**config.mk**
```make
export PLATFORM = sky130hd
export DESIGN_NAME = call_stack
export DESIGN_NICKNAME = d
export VERILOG_FILES = /design/src/rtl/call_stack_pkg.sv /design/src/rtl/call_stack_mem.sv /design/src/rtl/call_stack.sv
export SDC_FILE = /design/constraint.sdc
export NUM_CORES = 1
export LEC_CHECK = 0
export BUFFER_PORTS_ARGS = -buffer_cell sky130_fd_sc_hd__buf_2
export CAP_MARGIN = 0
export CORE_MARGIN = 10
export CORE_UTILIZATION = 40
export DETAILED_ROUTE_END_ITERATION = 16
export PLACE_DENSITY = 0.67
export SYNTH_ARGS = -nofsm -noshare
export SYNTH_HDL_FRONTEND = slang
export SYNTH_SLANG_ARGS = --single-unit
export TNS_END_PERCENT = 100
```
**constraint.sdc**
```tcl
create_clock -name clk -period 5.45 [get_ports clk]
set_input_delay 1.635 -clock clk [delete_from_list [all_inputs] [get_ports clk]]
set_output_delay 1.635 -clock clk [all_outputs]
set_load 0.03 [all_outputs]
```
**src/rtl/call_stack_pkg.sv**
```systemverilog
// Shared sizing and control-decode types for the return-address stack.
// The datapath PC mux also imports this package for CS_AW/CS_PTR_W.
package call_stack_pkg;

    localparam int CS_DEPTH = 16;
    localparam int CS_AW    = 32;
    localparam int CS_PTR_W = $clog2(CS_DEPTH) + 1;

    // Raw requests from the control unit for one cycle.
    typedef struct packed {
        logic push;
        logic pop;
        logic err_clr;
    } cs_ctrl_t;

    // Resolved operation for one cycle.
    typedef struct packed {
        logic wr;   // write ret_addr into storage
        logic rd;   // pop the top entry into pop_addr
        logic inc;  // count + 1
        logic dec;  // count - 1
        logic ovf;  // overflow event
        logic unf;  // underflow event
    } cs_op_t;

    // Push with pop on a non-empty stack is a swap, so a full stack only
    // refuses a lone push; a pop on an empty stack is always refused.
    function automatic cs_op_t cs_decode(input cs_ctrl_t ctrl,
                                         input logic     full,
                                         input logic     empty);
        cs_op_t op;
        op.wr  = ctrl.push && (!full || ctrl.pop);
        op.rd  = ctrl.pop && !empty;
        op.inc = op.wr && !op.rd;
        op.dec = op.rd && !op.wr;
        op.ovf = ctrl.push && full && !ctrl.pop;
        op.unf = ctrl.pop && empty;
        return op;
    endfunction

endpackage

```
**src/rtl/call_stack_mem.sv**
```systemverilog
// Return-address storage: DEPTH x AW registers, one write port and an
// asynchronous read port. Contents are not reset.
module call_stack_mem #(
    parameter int DEPTH = 16,
    parameter int AW    = 32
) (
    input  logic                     clk,
    input  logic                     we,
    input  logic [$clog2(DEPTH)-1:0] waddr,
    input  logic [AW-1:0]            wdata,
    input  logic [$clog2(DEPTH)-1:0] raddr,
    output logic [AW-1:0]            rdata
);

    logic [AW-1:0] mem [DEPTH];

    always_ff @(posedge clk) begin
        if (we)
            mem[waddr] <= wdata;
    end

    assign rdata = mem[raddr];

endmodule

```
**src/rtl/call_stack.sv**
```systemverilog
// Hardware call stack: pointer, pop register and sticky error flags around
// call_stack_mem. Push+pop on a non-empty stack swaps the top entry.
module call_stack
    import call_stack_pkg::*;
#(
    parameter int DEPTH = CS_DEPTH,
    parameter int AW    = CS_AW
) (
    input  logic                   clk,
    input  logic                   reset,
    input  logic                   push,
    input  logic                   pop,
    input  logic [AW-1:0]          ret_addr,
    input  logic                   err_clr,
    output logic [AW-1:0]          pop_addr,
    output logic                   pop_valid,
    output logic [AW-1:0]          top_addr,
    output logic [$clog2(DEPTH):0] count,
    output logic                   full,
    output logic                   empty,
    output logic                   overflow,
    output logic                   underflow
);

    localparam int IDX_W = $clog2(DEPTH);
    localparam int PTR_W = IDX_W + 1;

    cs_ctrl_t         ctrl;
    cs_op_t           op;
    logic [IDX_W-1:0] top_idx;
    logic [IDX_W-1:0] wr_idx;
    logic [AW-1:0]    rd_data;

    assign full  = (count == PTR_W'(DEPTH));
    assign empty = (count == '0);

    assign ctrl = '{push: push, pop: pop, err_clr: err_clr};
    assign op   = cs_decode(ctrl, full, empty);

    // Low bits of count-1; at count==DEPTH the low bits are zero and the
    // subtraction lands on DEPTH-1 as required.
    assign top_idx = count[IDX_W-1:0] - IDX_W'(1);
    assign wr_idx  = op.rd ? top_idx : count[IDX_W-1:0];

    call_stack_mem #(
        .DEPTH (DEPTH),
        .AW    (AW)
    ) u_mem (
        .clk   (clk),
        .we    (op.wr && reset),
        .waddr (wr_idx),
        .wdata (ret_addr),
        .raddr (top_idx),
        .rdata (rd_data)
    );

    // Stale storage beyond count must never leak out.
    assign top_addr = empty ? '0 : rd_data;

    always_ff @(posedge clk) begin
        if (!reset) begin
            count     <= '0;
            pop_addr  <= '0;
            pop_valid <= 1'b0;
            overflow  <= 1'b0;
            underflow <= 1'b0;
        end else begin
            pop_valid <= op.rd;
            if (op.rd)
                pop_addr <= rd_data;
            if (op.inc)
                count <= count + PTR_W'(1);
            else if (op.dec)
                count <= count - PTR_W'(1);
            // A new error event wins over a same-cycle clear.
            overflow  <= op.ovf || (overflow  && !err_clr);
            underflow <= op.unf || (underflow && !err_clr);
        end
    end

endmodule

```
Yosys cells after proc, flatten, opt, wreduce, memory -nomap -nowiden
Memory sizes are Yosys's and may differ from the RTL's.
Index checks and enable logic that the tools add are counted.

word-level totals
  word-level logic and storage cells = 37
  input bits = 37
  output and inout port bits = 74
  memories kept = 1
  bits in registers = 40
  memory bits (writable) = 512

memories
  memory     words  bits a word  rd ports  clocked after memory_dff  wr ports  RTL line              source
  u_mem.mem  16     32           1         0                         1         call_stack_mem.sv:15  logic [AW-1:0] mem [DEPTH];

operators by class
  add/subtract/negate cells = 3
  reduce and logical (&&, ||, !) cells = 21
  eq/ne operators = 1
  mux-type cells = 6

operator list
  kind                   count
  $mux W32               1
  $logic_and A1 B1 Y1    10
  $mux W5                2
  $logic_not A1 Y1       6
  $add A5 B1 Y5 const B  1
  $eq A5 B5 Y1 const B   1
  $logic_not A5 Y1       1
  $sub A5 B1 Y5 const B  1
  $mux W4                1
  $sub A4 B1 Y4 const B  1
  $logic_or A1 B1 Y1     3
  $mux W1                2
  $reduce_bool A2 Y1     1

Longest topological paths before layout
Gate-level depths: netlist (run 1).

  word-level depth = 8
  depth in mapped cells = 19
  depth with buffers taken out = 14

Cells and area by module
A second synthesis (run 1) with hierarchy kept.

second synthesis, totals
  cell total of the unflattened synthesis = 984
  area total of the unflattened synthesis = 21043.9 µm²

modules (own cells, without submodules)
  module          instances  sequential area each (µm²)  area each (µm²)  cells an instance
  call_stack_mem  1          15374.7                     19213.4          806
  call_stack      1          800.8                       1830.5           178

Worst setup path before layout (run 1)
Ideal clock, no wire load.

  path kind = register -> output
  from = reg count[0]
  to = out top_addr[26]
  path buffers = 7
  slack = 0.817 ns
  stages on the path, launching flop included = 14
  arrival = 2.998 ns
  data required time = 3.815 ns
  path through = dfxtp_1 buf_6 buf_6 buf_8 buf_6 inv_1 ha_1 clkbuf_1 buf_2 clkbuf_1 mux4_2 a21oi_1 and2_1 nor2_1

on the way
  cells in the longest elaborated chain, start to end = 3
  elaborated cells between the ends (all ways) = 4
  classes of those cells = add/sub (1); mux (1); reduce/logical (1); memory (1)

RTL lines
  element                   RTL line          source
  start: declaration        call_stack.sv:18  output logic [$clog2(DEPTH):0] count,
  start signal: assignment  call_stack.sv:72  count <= count + PTR_W'(1);
  start signal: assignment  call_stack.sv:74  count <= count - PTR_W'(1);
  $sub A4 B1 Y4             call_stack.sv:42  assign top_idx = count[IDX_W-1:0] - IDX_W'(1);
  named net top_idx[0]      call_stack.sv:30  logic [IDX_W-1:0] top_idx;
  $mem_v2 Z16 W32           n/a
  $mux W32                  call_stack.sv:58  assign top_addr = empty ? '0 : rd_data;
  end: declaration          call_stack.sv:17  output logic [AW-1:0] top_addr,

The timed path passes the listed nets, and every way through them passes these cells.

Worst setup path after layout (run 1)
  from = reg count[1]
  to = out top_addr[16]

on the way
  cells in the longest elaborated chain, start to end = 3
  elaborated cells between the ends (all ways) = 4
  classes of those cells = add/sub (1); mux (1); reduce/logical (1); memory (1)

RTL lines
  element          RTL line
  $sub A4 B1 Y4    call_stack.sv:42
  $mem_v2 Z16 W32  n/a
  $mux W32 *       call_stack.sv:58

Mark *: on every way between the ends. The rest lies on a longest branch, timed or not.

==> metrics, run 1 <==
status=complete, no violations; Final setup violation count=0; vias per cell=5.45; die height=251 um; total wire length=47,900 um; Max-slew headroom=0.320; H-tree depth=2; first-pass GRT wire length=72,100 um; required time of the worst setup path=3820 ps; Post-CTS Setup Inserts=0; Worst EP arrival=3570 ps; ys async rst share=0; number of global-route vias before repair=11,100; static leakage=7.95 nW; sequential-to-total area share from yosys stat=0.756; CP startpoint kind=flip-flop; CTS Hold Bufs=0; initial antenna violation count=4; Die Width=251 um; Rows=84; post-route cell area=24,800 um^2; final net count=1,279; largest net degree at the start of global routing=108; Yosys reg bits=552; # clock sinks=552; EDFF count, synth=512; HPWL Detailed=26,300 um; commonest non-fill, non-tap cells in the layout=512 x edfxtp_1, 128 x mux4_2, 110 x buf_2; sequential share of power=0.371; share of layout cells above drive strength 1=0.298; Inst Count DP=1,865; CTS tree=done; CTS root buf=clkbuf_16; final setup TNS=0 ps; CP Capture Type=output pin; Vias=10,700; # port buffers=110; die area=63,100 um^2; RSZ-0062 raised after global routing=false; Clk pwr share=0.266; grt ovf=0; drt wl/cell=24.3 um; Comb power frac=0.363; Synth warnings=0; Initial Utilization=0.406; area grow syn2layout=15.9%; Cell variety after synth=39; 1st-pass router iterations=5; commonest non-fill, non-tap cell in the layout=edfxtp_1; antenna-violating nets left=0; Inserted Clock Buffers=56; CTS max path bufs=3; Max Transition Viols Final=0; io pins=111; Final Hold Fails=0; crit path kind=reg -> out; initial DRC count=954; placed instance area=23,000 um^2; Worst Max-Slew Pin Slew=1010 ps; main flop type after synthesis=edfxtp_1; cells after synthesis=1,094; skew final=27.0 ps; gr usage total=0.151; post-CTS sizing=0; P_int=0.00907 W; CTS clk-pin slew, worst paths=60 ps; max_cap viols=0; CP Max Fanout=37; Syn Area/Cell=19.6 um^2; Worst-Skew Late Latency=610 ps; routability cong.=0.708; number of remaining DRC errors=0; Worst Hold Class=reg -> reg; PD cells=563 nW/um^2; Synth Cell Area=21,400 um^2; Final Cycle Share=0.954; worst-case vdd ir drop=316 uV; Synthesized Nets=1,138; Final Non-Filler Cells=1,970; Switching Fraction=0.350; Final Critical Period=5200 ps; Switch Pwr=0.00489 W; core area=52,800 um^2; fmax=192 MHz
-- metrics by stage --
| stage | utilization | setup slack (ps) | hold slack, ps | power, W |
|---|---|---|---|---|
| after global routing | 0.470 | 2.95 | 578 | 0.0146 |
| final | 0.470 | 248 | 541 | 0.0140 |
| after global placement | 0.436 | 913 | 517 | 0.0103 |
| after CTS | 0.470 | 188 | 544 | 0.0141 |
| after detailed placement | 0.436 | 863 | 526 | 0.0104 |
| after floorplan | - | 817 | 657 | 0.00879 |
-- final timing paths --
kind,startpoint,endpoint,slack (ps),cells past startpoint
hold reg to reg,pop_addr[17]$_SDFFE_PN0N_,pop_addr[17]$_SDFFE_PN0N_,540,2
setup reg to reg,count[1]$_SDFFE_PN0P_,u_mem.mem[14][23]$_DFFE_PP_,1680,10
hold / removal,pop_addr[17]$_SDFFE_PN0N_,pop_addr[17]$_SDFFE_PN0N_,540,2
setup / recovery,count[1]$_SDFFE_PN0P_,top_addr[16],250,9
-- synth_stat cells (4+ instances only) --
master    instances  area [um^2]
mux4_2          128         2880
ha_1              6         75.1
inv_1             6         22.5
buf_1             4         15.0
o21ai_0          37          185
nor2b_1          72          450
nor2_1           50          188
edfxtp_1        512        15400
and2_1           37          231
a21oi_1         101          505
nor3_1            4         20.0
clkbuf_1         20         75.1
nand2_1           9         33.8
buf_6             5         56.3
dfxtp_1          40          801
buf_2            25          125
xor2_1            4         35.0
buf_4             6         45.0
-- cell families (layout without fill, tap and decap cells) --
logic type      Yosys count  count (layout)  share of synthesized area
flops                   552             552                      0.756
simple gates            182             182                     0.0479
mux                     128             128                      0.135
buf+inv                  68             254                     0.0167
xor+xnor                  6               6                    0.00246
fa+ha+maj                 7               7                    0.00444
other cells               0               2                          0
compound gates          151             151                     0.0377
-- layer usage --
layer  track usage  vias to the layer above  part of all wire
met4        0.0379                        2             0.017
li1              -                     4667                 -
met3        0.0339                       61             0.081
met5             0                        -           0.00042
met1         0.203                     5614              0.41
met2         0.247                      387              0.49
-- power by group through the flow --
stage	clock network, W	logic (W)	registers [W]
2_1_floorplan	0	0.00327	0.00552
3_3_place_gp	0	0.00510	0.00525
3_5_place_dp	0	0.00514	0.00527
4_1_cts	0.00379	0.00516	0.00518
5_1_grt	0.00397	0.00545	0.00522
6_report	0.00371	0.00506	0.00518
-- sequential cells by signal (all words and copies together) (netlist names) --
register and count:
underflow 1, count 5, pop_addr 32, pop_valid 1, u_mem.mem 512, overflow 1
-- final cells by class --
cell class	count	area, um^2
Antenna cell	2	5.00
Clock buffer	78	1520
Clock inverter	25	275
Fill cell	4385	28000
Inverter	7	26.3
Multi-Input combinational cell	474	5040
Sequential cell	552	16200
Tap cell	688	861
Timing Repair Buffer	144	893
-- worst max-delay path: stages (launching register included) --
cell and delay [ps]:
dfxtp_1 530, inv_1 230, ha_4 650, buf_12 320
mux4_2 330, nor2b_1 140, a21oi_1 190, and2_1 260
nor2_1 60, buf_2 200
No activity file was read; power rests on OpenSTA's default activity.
==> inputs of run 2 (changes only) <==
- clock period: 5.45 -> 5.34 ns (I/O delays scaled with it)
==> metrics, run 2 (synthesis results as in run 1) <==
status=complete, no violations; RSZ-0062 raised after global routing=false; CP dominant cell by count=inv_1; fmax=195 MHz; drt wl/cell=23.9 um (-1.6%); Final setup violation count=0 (unchanged); Max-slew headroom=0.291 (-0.0294); placed instance area=23,000 um^2 (about the same); crit path kind=reg -> out; post-route cell area=24,700 um^2 (-0.32%); CP delay by family, top=buffers and inverters; # port buffers=110 (unchanged); share of layout cells above drive strength 1=0.302 (+0.00469); total wire length=47,100 um (-1.7%); core area=52,800 um^2 (unchanged); commonest non-fill, non-tap cells in the layout=512 x edfxtp_1, 128 x mux4_2, 110 x buf_2; commonest non-fill, non-tap cell in the layout=edfxtp_1; worst-case vdd ir drop=417 uV (+32%); Max Transition Viols Final=0 (unchanged); die area=63,100 um^2 (unchanged); area grow syn2layout=15.6%; CP max stage cell=o21ai_4; initial antenna violation count=3 (-1); CTS Hold Bufs=0 (unchanged); largest net degree at the start of global routing=110 (+1.9%); Initial Utilization=0.406 (unchanged); max_cap viols=0 (unchanged); final setup TNS=0 ps (unchanged); Worst Max-Slew Pin Slew=1060 ps (+43.9 ps); H-tree depth=2 (unchanged); CTS clk-pin slew, worst paths=60 ps (about the same); CTS max path bufs=3 (unchanged); static leakage=7.94 nW (about the same); CP Max Fanout=21 (-43%); Worst-Skew Late Latency=610 ps (about the same); CP bufs+invs=4 (+1); vias per cell=5.41 (-0.63%); routability cong.=0.729 (+3.1%); Worst EP arrival=3540 ps (-30 ps); final net count=1,279 (unchanged); gr usage total=0.148 (-0.00326); Final Critical Period=5140 ps; Rows=84 (unchanged); antenna-violating nets left=0 (unchanged); Final Hold Fails=0 (unchanged); CTS root buf=clkbuf_16; Largest Register=u_mem.mem; CTS tree=done; CP Capture Type=output pin; initial DRC count=887 (-7.0%); Post-CTS Setup Inserts=0 (unchanged); Inserted Clock Buffers=54 (-3.6%); final core utilization=0.469 (-0.00149); HPWL Detailed=26,200 um (-0.63%); Hold Slack=543 ps (+2.22 ps); number of remaining DRC errors=0 (unchanged); CP peak stage delay=730 ps (+80 ps); Vias=10,700 (-0.68%); CP startpoint kind=flip-flop; Final Cycle Share=0.962; # clock sinks=552 (unchanged); worst-path cell chain=inv_1, ha_1, inv_1, o21ai_4, buf_4, a21oi_1, and2_1, nor2_1, buf_2; skew final=17.0 ps (-9.97 ps); io pins=111 (unchanged); PD cells=571 nW/um^2 (+1.4%); number of global-route vias before repair=10,900 (-1.3%); grt ovf=0 (unchanged); Die Width=251 um (unchanged); top flop regs=u_mem.mem: 512 flops, pop_addr: 32 flops, count: 5 flops; max reg flops=512 (unchanged); first-pass GRT wire length=70,600 um (-2.1%); die height=251 um (unchanged); 1st-pass router iterations=5 (unchanged); Worst Hold Class=reg -> reg; required time of the worst setup path=3740 ps (-80 ps)
## run 2: changes by cell type in the layout (fill, tap and decap cells not counted), sizes merged
cell      change
bufinv        -3
buf           +2
clkinv        +7
diode         -1
clkbuf        -4
clkinvlp      -1
inv           -1
## run 2: worst reg2reg max path, cell delays in order (launching register included)
cell	delay [ps]
dfxtp_1	510
inv_1	220
ha_4	220
nor4b_4	140
nor2b_4	160
inv_2	70
or4_4	450
xor2_1	190
nand2_1	250
nor2_4	760
buf_4	400
## run 2: timing repair
item,CTS,global route
hold endpoints to repair,0,0
endpoints found under the setup margin,0,1
resized for setup,0,0
## run 2: final cells by class
cell class	count	area (um^2)
antenna	1	2.50
clock buffer	74	1550
clock inverter	27	170
fill	4313	28000
inverter	7	26.3
multi-input combinational	474	5040
sequential	552	16200
tap	688	861
timing repair buffer	146	896
## run 2: worst paths after layout
| path | cells after the start | slack (ps) | start | to |
|---|---|---|---|---|
| max reg2reg | 10 | 1650 | count[1]$_SDFFE_PN0P_ | u_mem.mem[6][13]$_DFFE_PP_ |
| min reg2reg | 2 | 540 | pop_addr[27]$_SDFFE_PN0N_ | pop_addr[27]$_SDFFE_PN0N_ |
| max | 9 | 200 | count[1]$_SDFFE_PN0P_ | top_addr[11] |
| min | 2 | 540 | pop_addr[27]$_SDFFE_PN0N_ | pop_addr[27]$_SDFFE_PN0N_ |
## run 2: routing by layer
metal  GRT usage  share of wire
met5           0        0.00030
met4      0.0455          0.019
met3      0.0299          0.063
met2       0.242           0.49
met1       0.198           0.43
## run 2: metrics by stage
step | std cells | total power, W | setup WS, ps
after floorplan | 1094 | 0.00897 | 740
after global placement | 1867 | 0.0106 | 844
after detailed placement | 1867 | 0.0106 | 816
after CTS | 1968 | 0.0143 | 144
after global routing | 1968 | 0.0148 | 8.34
final | 1969 | 0.0141 | 202
## run 2: power breakdown
group / internal (W) / total, W / switching, W
combinational: 0.00192 / 0.00517 / 0.00325
clock: 0.00208 / 0.00365 / 0.00157
sequential: 0.00515 / 0.00528 / 0.000136
total: 0.00915 / 0.0141 / 0.00496
==> inputs of run 3 (changes only) <==
- CORE_UTILIZATION: 40 -> 50
- PLACE_DENSITY: 0.67 -> 0.78
- clock period: 5.34 -> 6 ns (I/O delays scaled with it)
==> metrics, run 3 (synthesis results as in run 1) <==
io pins=111 (unchanged); Final setup violation count=0 (unchanged); CP bufs+invs=3 (-1); worst hold start=pop_addr[26]$_SDFFE_PN0N_; skew final=22.9 ps (+5.86 ps); Vias=10,900 (+2.4%); CP peak stage delay=640 ps (-90 ps); first-pass GRT wire length=72,300 um (+2.4%); required time of the worst setup path=4200 ps (+460 ps); static leakage=7.98 nW (+0.48%); vias per cell=6.01 (+11%); PD cells=519 nW/um^2 (-9.1%); WHS Endpoint=pop_addr[26]$_SDFFE_PN0N_; HPWL Detailed=26,900 um (+2.9%); status=complete, no violations; Inserted Clock Buffers=53 (-1.9%); Worst Hold Class=reg -> reg; fmax=186 MHz; worst-path cell chain=inv_1, ha_4, buf_12, mux4_2, nor2b_1, a21oi_1, and2_1, nor2_1, buf_2; Max-slew headroom=0.274 (-0.0170); antenna-violating nets left=0 (unchanged); reg-to-reg endpoint=u_mem.mem[13][17]$_DFFE_PP_; crit path kind=reg -> out; initial DRC count=1,121 (+26%); H-tree depth=2 (unchanged); Final Hold Fails=0 (unchanged); Largest Register=u_mem.mem; core area=42,100 um^2 (-20%); 1st-pass router iterations=5 (unchanged); commonest non-fill, non-tap cells in the layout=512 x edfxtp_1, 128 x mux4_2, 110 x buf_2; worst-case vdd ir drop=353 uV (-15%); Final Critical Period=5360 ps; Worst EP arrival=3560 ps (+20 ps); Post-CTS Setup Inserts=0 (unchanged); final setup TNS=0 ps (unchanged); number of remaining DRC errors=0 (unchanged); final net count=1,277 (-0.16%); Worst Max-Slew Pin Slew=1080 ps (+25.4 ps); CP Max Fanout=49 (+130%); CP Capture Type=output pin; # clock sinks=552 (unchanged); largest net degree at the start of global routing=84 (-24%); CTS tree=done; max_cap viols=0 (unchanged); post-CTS sizing=0 (unchanged); RSZ-0062 raised after global routing=false; CTS clk-pin slew, worst paths=60 ps (about the same); reg2reg start=count[0]$_SDFFE_PN0P_; CTS max path bufs=3 (unchanged); drt wl/cell=26.3 um (+9.9%); initial antenna violation count=2 (-1); CP startpoint kind=flip-flop; max reg flops=512 (unchanged); Final Non-Filler Cells=1,817 (-7.7%); total wire length=47,700 um (+1.4%); CP delay by family, top=buffers and inverters; Worst-Skew Late Latency=590 ps (-20 ps); Final Cycle Share=0.894; Rows=75 (-11%); routability cong.=0.750 (+2.9%); FF-to-FF setup slack=1730 ps (+80 ps); top flop regs=u_mem.mem: 512 flops, pop_addr: 32 flops, count: 5 flops; R2R depth=9 (-1); Initial Utilization=0.508 (+0.102); gr usage total=0.189 (+0.0413); area grow syn2layout=15.1%; commonest non-fill, non-tap cell in the layout=edfxtp_1; Inst Count DP=1,717 (-8.0%); die area=51,500 um^2 (-18%); Max Transition Viols Final=0 (unchanged); CTS root buf=clkbuf_16; CTS Hold Bufs=0 (unchanged); # port buffers=110 (unchanged); CP max stage cell=dfxtp_4; number of global-route vias before repair=11,300 (+3.6%); share of layout cells above drive strength 1=0.305 (+0.00228); Die Width=227 um (-9.7%); die height=227 um (-9.7%); worst hold path depth=2 (unchanged); grt ovf=0 (unchanged)
==> run 3: layout make-up <==
type,instances,area [um^2]
diodes,1,2.50
clock buffers,64,1440
clock inverters,35,428
fillers,2907,17500
inverters,7,26.3
multi-input cells,474,5020
flip-flops and latches,552,16200
well taps,539,674
repair buffers,145,863
==> run 3: worst register-to-register path: cells and delay by family (launching register included) <==
family                     cells  cell delay (ps)
buffers and inverters          3             1030
DFF                            1              480
and+or+nand+nor                4             1490
AOI/OAI and AO/OA              1              790
adders and majority gates      1              190
==> run 3: report_power, final <==
group	leakage, nW	total [W]	internal [W]	switching [W]
sequential	4.94	0.00475	0.00458	0.000172
combinational	2.13	0.00451	0.00168	0.00283
clock	0.907	0.00351	0.00210	0.00141
total	7.98	0.0128	0.00836	0.00441
==> run 3: through the flow <==
stage               hold WS (ps)  worst slack (ps)  utilization  total power (W)  instance area (um^2)
finish                       542               637        0.585           0.0128                 24600
global route                 561               392        0.585           0.0133                 24600
CTS                          544               573        0.585           0.0129                 24600
detailed placement           525              1240        0.540          0.00935                 22800
global placement             518              1270        0.540          0.00927                 22800
floorplan                    657              1200            -          0.00798                 21400
==> run 3: worst max path at each step <==
stage                                startpoint            to  slack (ps)  cells past startpoint
after floorplan           count[0]$_SDFFE_PN0P_  top_addr[26]        1200                     13
after global placement    count[0]$_SDFFE_PN0P_  top_addr[12]        1270                      9
after detailed placement  count[0]$_SDFFE_PN0P_  top_addr[13]        1240                      9
after CTS                 count[0]$_SDFFE_PN0P_  top_addr[31]         570                      9
after global routing      count[0]$_SDFFE_PN0P_  top_addr[31]         390                      9
final                     count[0]$_SDFFE_PN0P_  top_addr[31]         640                      9
==> run 3: routing by layer <==
layer / up-vias / GRT usage / part of all wire
met4: 2 / 0.0573 / 0.025
met5: - / 0 / 0.00023
met2: 520 / 0.308 / 0.49
li1: 4651 / - / -
met1: 5660 / 0.250 / 0.40
met3: 80 / 0.0442 / 0.084
